## src/rtl/irrigacao_ctrl.sv

```systemverilog
// Irrigation and reservoir controller: debounced probe/soil/temperature inputs,
// an inlet-valve FSM with hysteresis and fill timeout, and a drip/sprinkler FSM.
module irrigacao_ctrl #(
    parameter int LEVELS       = 3,
    parameter int DEB_CYCLES   = 4,
    parameter int LOW_MARK     = 1,
    parameter int SPRAY_MIN    = 2,
    parameter int FILL_TIMEOUT = 256,
    parameter int MIN_ON       = 16
) (
    input  logic                         clk,
    input  logic                         rst,
    input  logic [LEVELS-1:0]            level_i,
    input  logic [1:0]                   soil_i,
    input  logic                         temp_hi_i,
    input  logic                         fault_clr_i,
    output logic                         valve_in_o,
    output logic                         drip_o,
    output logic                         sprinkler_o,
    output logic                         alarm_o,
    output logic                         err_level_o,
    output logic                         err_soil_o,
    output logic                         fill_fault_o,
    output logic [$clog2(LEVELS+1)-1:0]  level_count_o
);

    localparam int NB  = LEVELS + 3;
    localparam int CW  = $clog2(LEVELS + 1);
    localparam int DCW = $clog2(DEB_CYCLES + 1);
    localparam int TW  = $clog2(FILL_TIMEOUT + 1);
    localparam int OW  = $clog2(MIN_ON + 1);

    typedef enum logic [1:0] {IN_IDLE, IN_FILL, IN_FAULT} inlet_e;
    typedef enum logic [1:0] {IR_OFF, IR_DRIP, IR_SPRAY} irr_e;

    logic [NB-1:0]  sync1_q, sync2_q, filt_q;
    logic [DCW-1:0] deb_cnt_q [NB];

    // Raw vector packs {temp_hi, soil, level} so one filter bank covers every input.
    // NOTE: sequential state uses non-blocking assignments only, so every flop
    // samples pre-edge values regardless of statement order.
    always_ff @(posedge clk) begin
        if (rst) begin
            sync1_q <= '0;
            sync2_q <= '0;
            filt_q  <= '0;
            for (int i = 0; i < NB; i++) deb_cnt_q[i] <= '0;
        end else begin
            sync1_q <= {temp_hi_i, soil_i, level_i};
            sync2_q <= sync1_q;
            for (int i = 0; i < NB; i++) begin
                if (sync2_q[i] == filt_q[i]) begin
                    deb_cnt_q[i] <= '0;
                end else if (deb_cnt_q[i] == DCW'(DEB_CYCLES - 1)) begin
                    filt_q[i]    <= sync2_q[i];
                    deb_cnt_q[i] <= '0;
                end else begin
                    deb_cnt_q[i] <= deb_cnt_q[i] + 1'b1;
                end
            end
        end
    end

    logic [LEVELS-1:0] lvl_c, lvl_p1_c;
    logic [1:0]        soil_c;
    logic              temp_c, err_lvl_c, err_soil_c, low_c;
    logic [CW-1:0]     pop_c, cnt_c;

    // A thermometer code plus one is a power of two (or wraps to zero), so the AND is empty.
    // NOTE: every always_comb output gets a default first, so no path infers a latch.
    always_comb begin
        lvl_c      = filt_q[LEVELS-1:0];
        soil_c     = filt_q[LEVELS+1:LEVELS];
        temp_c     = filt_q[LEVELS+2];
        lvl_p1_c   = lvl_c + LEVELS'(1);
        err_lvl_c  = |(lvl_c & lvl_p1_c);
        err_soil_c = (soil_c == 2'b10);
        pop_c      = '0;
        for (int i = 0; i < LEVELS; i++) pop_c = pop_c + CW'(lvl_c[i]);
        cnt_c      = err_lvl_c ? '0 : pop_c;
        low_c      = (cnt_c <= CW'(LOW_MARK));
    end

    inlet_e         inlet_q, inlet_d;
    irr_e           irr_q, irr_d;
    logic [TW-1:0]  fill_tmr_q, fill_tmr_d;
    logic [OW-1:0]  on_tmr_q, on_tmr_d;
    logic           valve_q, drip_q, spray_q, alarm_q, err_level_q, err_soil_q, fault_q;
    logic [CW-1:0]  level_count_q;
    logic           inhibit_c, spray_req_c, drip_req_c, can_leave_c;

    always_comb begin
        inlet_d    = inlet_q;
        fill_tmr_d = fill_tmr_q;
        case (inlet_q)
            IN_IDLE: begin
                if (low_c && !err_lvl_c) begin
                    inlet_d    = IN_FILL;
                    fill_tmr_d = '0;
                end
            end
            IN_FILL: begin
                // A level increase outranks a coincident timeout.
                if (err_lvl_c || cnt_c == CW'(LEVELS))    inlet_d    = IN_IDLE;
                else if (cnt_c > level_count_q)           fill_tmr_d = '0;
                else if (fill_tmr_q == TW'(FILL_TIMEOUT)) inlet_d    = IN_FAULT;
                else                                      fill_tmr_d = fill_tmr_q + 1'b1;
            end
            IN_FAULT: begin
                if (fault_clr_i) inlet_d = IN_IDLE;
            end
            default: inlet_d = IN_IDLE;
        endcase
    end

    always_comb begin
        inhibit_c   = err_lvl_c | err_soil_c | (inlet_q == IN_FAULT) | (cnt_c == '0);
        spray_req_c = !inhibit_c & ((soil_c == 2'b00) |
                      ((soil_c == 2'b01) & !temp_c & (cnt_c >= CW'(SPRAY_MIN))));
        drip_req_c  = !inhibit_c & (soil_c == 2'b01) & (temp_c | (cnt_c < CW'(SPRAY_MIN)));
        can_leave_c = (on_tmr_q >= OW'(MIN_ON - 1));
        irr_d       = irr_q;
        on_tmr_d    = on_tmr_q;
        case (irr_q)
            IR_OFF: begin
                if (spray_req_c) begin
                    irr_d    = IR_SPRAY;
                    on_tmr_d = '0;
                end else if (drip_req_c) begin
                    irr_d    = IR_DRIP;
                    on_tmr_d = '0;
                end
            end
            IR_DRIP: begin
                if (inhibit_c || (!drip_req_c && can_leave_c)) irr_d    = IR_OFF;
                else if (!can_leave_c)                         on_tmr_d = on_tmr_q + 1'b1;
            end
            IR_SPRAY: begin
                if (inhibit_c || (!spray_req_c && can_leave_c)) irr_d    = IR_OFF;
                else if (!can_leave_c)                          on_tmr_d = on_tmr_q + 1'b1;
            end
            default: irr_d = IR_OFF;
        endcase
    end

    // Outputs are decoded from next state so they change on the same edge as the FSMs.
    always_ff @(posedge clk) begin
        if (rst) begin
            inlet_q       <= IN_IDLE;
            irr_q         <= IR_OFF;
            fill_tmr_q    <= '0;
            on_tmr_q      <= '0;
            valve_q       <= 1'b0;
            drip_q        <= 1'b0;
            spray_q       <= 1'b0;
            fault_q       <= 1'b0;
            err_level_q   <= 1'b0;
            err_soil_q    <= 1'b0;
            level_count_q <= '0;
            alarm_q       <= 1'b1;
        end else begin
            inlet_q       <= inlet_d;
            irr_q         <= irr_d;
            fill_tmr_q    <= fill_tmr_d;
            on_tmr_q      <= on_tmr_d;
            valve_q       <= (inlet_d == IN_FILL);
            drip_q        <= (irr_d == IR_DRIP);
            spray_q       <= (irr_d == IR_SPRAY);
            fault_q       <= (inlet_d == IN_FAULT);
            err_level_q   <= err_lvl_c;
            err_soil_q    <= err_soil_c;
            level_count_q <= cnt_c;
            alarm_q       <= err_lvl_c | err_soil_c | (inlet_d == IN_FAULT) | low_c;
        end
    end

    assign valve_in_o    = valve_q;
    assign drip_o        = drip_q;
    assign sprinkler_o   = spray_q;
    assign alarm_o       = alarm_q;
    assign err_level_o   = err_level_q;
    assign err_soil_o    = err_soil_q;
    assign fill_fault_o  = fault_q;
    assign level_count_o = level_count_q;

endmodule
```

## config.mk

```make
export PLATFORM = sky130hd
export DESIGN_NAME = irrigacao_ctrl
export DESIGN_NICKNAME = d
export VERILOG_FILES = /design/src/rtl/irrigacao_ctrl.sv
export SDC_FILE = /design/constraint.sdc
export NUM_CORES = 1
export LEC_CHECK = 0
export ABC_AREA = 1
export BUFFER_PORTS_ARGS = -buffer_cell sky130_fd_sc_hd__buf_2
export CAP_MARGIN = 10
export CORE_MARGIN = 2
export CORE_UTILIZATION = 40
export DETAILED_ROUTE_END_ITERATION = 10
export HOLD_SLACK_MARGIN = 0.12
export MAX_ROUTING_LAYER = met4
export PLACE_DENSITY = 0.63
export SYNTH_ARGS = -nofsm -noshare
export SYNTH_HDL_FRONTEND = slang
export SYNTH_SLANG_ARGS = --single-unit
```

## constraint.sdc

```tcl
create_clock -name clk -period 2.7 [get_ports clk]
set_clock_uncertainty 0.2 [all_clocks]
set_input_delay 0.135 -clock clk [delete_from_list [all_inputs] [get_ports clk]]
set_output_delay 0.135 -clock clk [all_outputs]
set_load 0.01 [all_outputs]
```

Yosys cells after proc, flatten, opt, wreduce, memory -nomap -nowiden
Memory sizes are Yosys's and may differ from the RTL's. Index checks and enable logic that the tools add are counted.

Word-level logic and storage cells: 239. ROM bits: 0. RAM bits: 18. Latch bits: 0. Register bits: 45. Output and inout bits: 9. Input port bits: 9. Memories kept: 1.

Eq/ne operators: 30. Bitwise logic cells: 37. Reductions and logical operators: 26. Multiply operators: 0. Divide/modulo/power cells: 0. Magnitude comparators: 5. Shifts and indexed selects: 0. Muxes and demuxes: 109. Add/subtract/negate cells: 11.

Memories: deb_cnt_q (words 6, bits a word 3, read ports 6, clocked after memory_dff 0, write ports 6, RTL line 37) `logic [DCW-1:0] deb_cnt_q [NB];`.

Operators with widths (count): $mux 1 (68); $mux 3 (18); $mux 9 (4); $mux 5 (5); $or 1x1->1 (25); $add 3x1->3 const B (7); $mux 2 (10); $eq 3x2->1 const B (6); $pmux 9 s2 (1); $pmux 5 s3 (1); $eq 2x2->1 const B (6); $pmux 2 s3 (2); $reduce_and 2->1 (6); $eq 2x1->1 const B (5); $add 9x1->9 const B (1); $eq 9x9->1 const B (1); $logic_not 2->1 (4); $ne 2x2->1 const B (4); $reduce_and 4->1 (2); $eq 1x1->1 (6); $ne 3x3->1 const B (2); $not 1->1 (6); $add 5x1->5 const B (1); $and 1x1->1 (5); 14 further kinds (22).

Depth between registers and ports, before layout
Gate-level depths: netlist of run 1.

Depth in word-level cells: 15. Mapped depth: 15. Mapped depth without buffers: 13.

Worst setup path before layout of run 1
No wires, ideal clock.

Path type: register to register. Start point: register filt_q[2]. End point: register fill_tmr_q[6]. Required time: 2.388 ns. Period minus slack after synthesis: 2.339 ns. Cell stages (with the launch flop): 13. Slack: 0.361 ns. Arrival time: 2.028 ns. Buffers on the path: 1. Library setup time: 0.112 ns. Cell sequence: dfxtp_1 > fa_1 > nand2_1 > ha_1 > nor2_1 > o211ai_2 > nand3_2 > nand2_1 > nand2_2 > buf_6 > nand3_1 > nand3_1 > nor2_1.

Longest elaborated chain between the ends: 8. Elaborated cells on any way between the ends: 18. Those cells by class: 2 x add/sub; 2 x order compare; 4 x eq/ne; 4 x mux; 1 x bitwise; 5 x reduce/logical.

RTL lines: start, declared (RTL line 36) `logic [NB-1:0] sync1_q, sync2_q, filt_q;`; start signal, assigned by index (RTL line 55) `filt_q[i] <= sync2_q[i];`; $add 3x1->3 (RTL line 75) `lvl_p1_c = lvl_c + LEVELS'(1);`; $and 3x3->3 (RTL line 76) `err_lvl_c = |(lvl_c & lvl_p1_c);`; $reduce_or 3->1 (RTL line 76); $mux 2 (RTL line 80) `cnt_c = err_lvl_c ? '0 : pop_c;`; $gt 2x2->1 (tied with other cells) (RTL line 105) `else if (cnt_c > level_count_q) fill_tmr_d = '0;`; $mux 9 (tied with other cells) (RTL line 105); $mux 9 / $ne 2x2->1 (equally long branches); $pmux 9 s2 / $reduce_and 4->1 (equally long branches); end signal, assigned (RTL line 164) `fill_tmr_q <= fill_tmr_d;`; end, declared (RTL line 86) `logic [TW-1:0] fill_tmr_q, fill_tmr_d;`.

Parallel ways exist; a longest one is shown, timed or not. The select of a mux whose other input is x is not followed. A chain may end at the register's enable or synchronous reset.

Worst setup path in the final report of run 1
Start point: register filt_q[0]. End point: register fill_tmr_q[8].

Same word-level chain as after synthesis.

==> results of run 1 <==
## worst reg2reg max path, stage by stage (launching register included)
cell     delay, ns
dfxtp_1       0.36
fa_1          0.58
nand2_1       0.09
ha_1          0.28
nor2_1        0.16
nand2_1       0.11
nand3_2       0.09
nand2_1       0.08
nand2_4       0.13
buf_4         0.15
nand3_1       0.06
a21oi_1       0.15
## report_power, final
part	internal, mW	leakage (nW)	switching [mW]
logic	0.126	0.992	0.201
registers	1.02	0.553	0.0304
clock network	0.332	0.0784	0.353
## layout make-up
class	instances	area share [%]
multi-input combinational	252	38.9
clock buffer	14	3.94
inverter	63	6.54
sequential	63	39.8
timing repair buffer	35	7.05
clock inverter	2	0.277
tap	99	3.42
## routing by layer
layer | track usage, % | wire length, um
met4 | 6.06 | 104
met3 | 6.14 | 272
met1 | 17.1 | 2660
met5 | - | 0
met2 | 23.2 | 2470
## cells by family (layout without fill, tap and decap cells)
kind of cell             after synthesis  count (layout)  share of synthesized area, %
AND/OR/NAND/NOR                      166             166                          25.1
XOR/XNOR                               2               2                         0.575
buffers and inverters                 69             114                          8.99
flip-flops                            63              63                          47.3
adder cells (fa/ha/maj)               22              22                          9.27
AO/OA/AOI/OAI                         44              44                          8.70
other                                  1              18                         0.123
## metrics by stage
step / instance area [um^2] / utilization, % / setup WS [ns] / hold slack, ns / cells
floorplan: 3110 / - / 0.361 / 0.0420 / 384
global placement: 3310 / 45.2 / 0.183 / 0.141 / 498
finish: 3620 / 49.4 / 0.205 / 0.205 / 528
detailed placement: 3310 / 45.2 / 0.107 / 0.148 / 498
global route: 3620 / 49.4 / 0.0219 / 0.212 / 528
CTS: 3610 / 49.2 / 0.110 / 0.208 / 528
## cell usage in the layout (no fill, tap or decap), types with 6 or more instances in the layout
cell type / n
ha_1: 21
nand2_2: 6
nand4_1: 8
nand2_1: 48
dfxtp_1: 45
o21ai_0: 8
inv_1: 60
conb_1: 18
buf_2: 17
clkbuf_8: 9
o211ai_1: 6
dlygate4sd3_1: 14
nor2_1: 63
edfxtp_1: 18
a21oi_1: 24
nand3_1: 24
## sequential cells by signal (all words and copies together) (netlist names)
name,count
sync2_q,6
err_soil_o,1
fill_tmr_q,9
drip_o,1
irr_q,2
sprinkler_o,1
filt_q,6
inlet_q,2
level_count_o,2
valve_in_o,1
deb_cnt_q,18
sync1_q,6
err_level_o,1
fill_fault_o,1
on_tmr_q,5
alarm_o,1
## final timing paths
kind	startpoint	slack, ns	endpoint
worst max-delay path	filt_q[0]	0.21	fill_tmr_q[8]
worst min register to register	sync1_q[4]	0.20	sync2_q[4]
worst min-delay path	sync1_q[4]	0.20	sync2_q[4]
worst max register to register	filt_q[0]	0.21	fill_tmr_q[8]
## repair_timing
| action | CTS | global route |
|---|---|---|
| hold buffers | 14 | 0 |
| resized for setup | 0 | 3 |
| setup endpoints to repair | 0 | 7 |
| hold endpoints to repair | 29 | 0 |
| buffers inserted | 0 | 0 |
==> flow_summary.json, run 1 <==
{
  "drc": 0,
  "critical_path_class": "flop to flop",
  "syn_inst": 367,
  "status": "completed",
  "synth_top_area_share_pct": 29.5,
  "antenna_found_initial": 0,
  "vias_per_cell": 4.55,
  "initial_core_util_pct": 41.6,
  "gp_congestion": 0.843,
  "p_leak_nw": 1.62,
  "synth_largest_area_cell": "dfxtp_1",
  "routedWlPerCell_um": 10.4,
  "numClockSinks": 63,
  "ff_latch_area_mm2": 0.00144,
  "fmax_ghz": 0.401,
  "synth.ff_latch_count": 63,
  "cp.depth": 11,
  "synth_edf_count": 18,
  "num_rows": 31,
  "multi_input_area_mm2": 0.00141,
  "antennaDiodeCount": 0,
  "rsz0062_at_grt": "false",
  "synth_warnings": 0,
  "cts_tree": "yes",
  "die_x_um": 91.3,
  "cts_max_level": 3,
  "drt-total-wl_um": 5510,
  "ys_types": 30,
  "reg2regPathDepth": 11,
  "path_max_fanout": 10,
  "finalSetupViolations": 0,
  "clock_path_buffers": 2,
  "period_share_pct": 92.4,
  "path_clk_slew_ns": 0.07,
  "p_total_mw": 2.07,
  "grt.total_usage_pct": 14.9,
  "setup_tns_ns": 0,
  "crit_chain": "fa_1, nand2_1, ha_1, nor2_1, nand2_1, nand3_2, nand2_1, nand2_4, buf_4, nand3_1, a21oi_1",
  "critPathBufInv": 1,
  "place.port_buffers": 17,
  "cp-start-kind": "flop",
  "die_y_um": 91.3,
  "die_area_mm2": 0.00834,
  "fillerInstances": 719,
  "cts_buffers": 9,
  "drive_gt1_share_pct": 12.8,
  "min_period_ns": 2.49,
  "critical-path-max-stage-delay_ns": 0.58,
  "coreArea_mm2": 0.00733,
  "grt_overflow": 0,
  "syn_to_final_growth_pct": 18.7,
  "grt_max_degree": 30,
  "grt_pass1_vias": 2207,
  "seq_area_frac_synth_pct": 47.3,
  "yosysMostFrequentCell": "nor2_1",
  "drt_iter0_drc": 99,
  "syn-mean-instance-area_um2": 8.31,
  "pin_count": 18,
  "ir_drop_v": 0.000272,
  "cpMostUsedCell": "nand2_1",
  "grt_pass1_wl_um": 9490,
  "synth_area_mm2": 0.00305,
  "layout.nets": 455,
  "cp_top_family": "adder cells",
  "crit_path_end_kind": "flop",
  "cts_root_buf": "clkbuf_8",
  "drv_slew": 0,
  "synthFlopType": "dfxtp_1",
  "holdCritPathClass": "flop to flop",
  "critPathRequiredTime_ns": 2.78,
  "insertion_delay_ns": 0.34,
  "synth_common_cells": "63 x nor2_1, 60 x inv_1, 49 x nand2_1, 45 x dfxtp_1",
  "dp_hpwl_um": 3810,
  "finalHoldViolCount": 0,
  "drv_cap": 0,
  "synthArstFlopShare_pct": 0,
  "netlist_top_cells_area": "dfxtp_1 30%, edfxtp_1 18%, ha_1 8.6%",
  "worstPathArrival_ns": 2.57,
  "firstDrtPassIters": 4,
  "power_density_mw_per_mm2": 571,
  "slowest_stage": "fa_1",
  "postRouteAntennaNets": 0,
  "whs_path_depth": 2,
  "dr_total_vias": 2403
}
(Power assumes the default switching activity.)
==> run 2: changes to the inputs <==
--- a/config.mk
+++ b/config.mk
@@ -5,7 +5,6 @@
 export SDC_FILE = /design/constraint.sdc
 export NUM_CORES = 1
 export LEC_CHECK = 0
-export ABC_AREA = 1
 export BUFFER_PORTS_ARGS = -buffer_cell sky130_fd_sc_hd__buf_2
 export CAP_MARGIN = 10
 export CORE_MARGIN = 2
==> flow_summary.json, run 2 <==
{
  "synth_edf_count": 18,
  "reg_top3": "deb_cnt_q x18, fill_tmr_q x9",
  "crit_path_end_kind": "flop",
  "dp_hpwl_um": 3700,
  "initial_core_util_pct": 41.3,
  "synth_area_mm2": 0.00301,
  "min_period_ns": 2.63,
  "p_leak_nw": 1.50,
  "synthFlopType": "dfxtp_1",
  "synth_top_area_share_pct": 29.9,
  "critPathRequiredTime_ns": 2.72,
  "die_area_mm2": 0.00825,
  "worst_slew_pin_slew_ns": 0.778,
  "insertion_delay_ns": 0.34,
  "syn_to_final_growth_pct": 21.6,
  "synth_largest_area_cell": "dfxtp_1",
  "regMostFlops": "deb_cnt_q",
  "antenna_found_initial": 0,
  "cts_tree": "yes",
  "num_rows": 31,
  "whs_path_depth": 1,
  "grt_overflow": 0,
  "vias_per_cell": 4.72,
  "path_clk_slew_ns": 0.07,
  "wl_met1_um": 2550,
  "r2r_setup_slack_ns": 0.07,
  "drv_cap": 0,
  "grt_pass1_wl_um": 8900,
  "final_cell_mix": "43 x nor2_1, 42 x dfxtp_1, 23 x inv_1",
  "status": "completed",
  "top_layer_used": "met4",
  "drv_slew": 0,
  "period_share_pct": 97.6,
  "cp-start-kind": "flop",
  "postRouteAntennaNets": 0,
  "dr_total_vias": 2144,
  "seq_area_frac_synth_pct": 47.8,
  "syn_inst": 293,
  "gp_congestion": 0.817,
  "synth.ff_latch_count": 63,
  "clock_path_buffers": 2,
  "coreArea_mm2": 0.00729,
  "crit_start": "filt_q[2]",
  "maxSlewHeadroom_pct": 47.7,
  "dr_wl_met3_um": 157,
  "worstPathArrival_ns": 2.65,
  "cts_root_buf": "clkbuf_8",
  "syn-mean-instance-area_um2": 10.3,
  "power_density_mw_per_mm2": 530,
  "place.port_buffers": 17,
  "rsz0062_at_grt": "true",
  "fmax_ghz": 0.380,
  "layout.nets": 381,
  "firstDrtPassIters": 5,
  "fin_ws_ns": 0.0658,
  "routedWlPerCell_um": 11.5,
  "r2r-start": "filt_q[2]",
  "ys_types": 57,
  "path_max_fanout": 5,
  "finalCoreUtilization_pct": 50.3,
  "reg2regPathDepth": 7,
  "cts_buffers": 9,
  "synth_warnings": 0,
  "yosysMostFrequentCell": "dfxtp_1",
  "ir_drop_v": 0.000328,
  "drc": 0,
  "holdCritPathClass": "flop to flop",
  "antennaDiodeCount": 0,
  "grt_pass1_vias": 2029,
  "numClockSinks": 63,
  "final_common_cell": "nor2_1",
  "drive_gt1_share_pct": 20.3,
  "hold_ws_ns": 0.237,
  "r2r_end": "on_tmr_q[2]",
  "die_y_um": 90.8,
  "grt_max_degree": 38,
  "drt_iter0_drc": 89,
  "netlist_top_cells_area": "dfxtp_1 30%, edfxtp_1 18%, ha_1 8.7%",
  "finalSetupViolations": 0,
  "critical_path_class": "flop to flop",
  "synth_common_cells": "45 x dfxtp_1, 43 x nor2_1, 23 x inv_1, 21 x ha_1, 18 x edfxtp_1",
  "drt-total-wl_um": 5240,
  "cts_max_level": 3,
  "grt.total_usage_pct": 14.0,
  "largest_reg_flops": 18,
  "synthArstFlopShare_pct": 0,
  "pin_count": 18,
  "finalHoldViolCount": 0,
  "die_x_um": 90.8,
  "crit_end": "on_tmr_q[2]",
  "dp_worst_setup_slack_ns": 0.0514,
  "wl_met2_um": 2450,
  "p_total_mw": 1.94,
  "setup_tns_ns": 0
}
==> run 2: cell count changes in the layout (fill, tap and decap cells not counted), moves of 6 or more <==
cell	change
or3_1	+6
a21oi_1	-11
nand2_1	-42
xnor2_1	+10
mux2i_1	+6
inv_1	-37
nor2_1	-20
nand3_1	-19
nor2b_1	+14
==> run 2: power breakdown <==
group          internal [mW]  switching [mW]
logic                 0.0644          0.0707
clock network          0.447           0.343
registers               1.00          0.0163
total                   1.51           0.430
==> run 2: worst max-delay path, stage by stage, from the launching register on <==
cell      delay, ns
dfxtp_2        0.33
fa_1           0.60
nor2_1         0.10
a211oi_2       0.36
a311oi_2       0.18
or3_4          0.40
o311ai_4       0.26
o21ai_1        0.09
==> run 2: cells by family after synthesis <==
| family | synth area share, % |
|---|---|
| compound gates | 12.8 |
| other cells | 0.124 |
| fa+ha+maj | 9.38 |
| flops | 47.8 |
| mux | 2.37 |
| simple gates | 19.1 |
| buf+inv | 4.65 |
| xor+xnor | 3.78 |
==> run 2: routing by layer <==
layer	vias to the layer above	global-route usage [%]
li1	1116	-
met1	994	17.0
met2	29	21.4
met3	5	3.67
met4	0	7.20
met5	-	-
==> run 2: area by class of cell <==
class,instances,area (um^2)
fillers,705,3630
flip-flops and latches,63,1450
well taps,99,124
clock buffers,12,145
repair buffers,37,264
clock inverters,4,45.0
multi-input cells,216,1560
inverters,23,86.3
==> run 2: repair_timing <==
action	in CTS	in global routing
buffers inserted	0	2
setup endpoints to repair	0	13
resized for setup	0	16
hold buffers	10	0
endpoints found under the hold margin	13	0
==> run 2: stage by stage <==
stage	cells	instance area, um^2
finish	454	3670
global route	454	3670
CTS	452	3580
detailed placement	426	3290
global placement	426	3290
floorplan	310	3080
==> run 2: how the worst min path moves through the flow <==
stage | from | to | slack [ns]
2_1_floorplan | temp_hi_i | sync1_q[5] | 0.06
3_3_place_gp | soil_i[0] | sync1_q[3] | 0.15
3_5_place_dp | soil_i[0] | sync1_q[3] | 0.15
4_1_cts | sync1_q[3] | sync2_q[3] | 0.24
5_1_grt | sync1_q[3] | sync2_q[3] | 0.25
6_report | sync1_q[3] | sync2_q[3] | 0.24
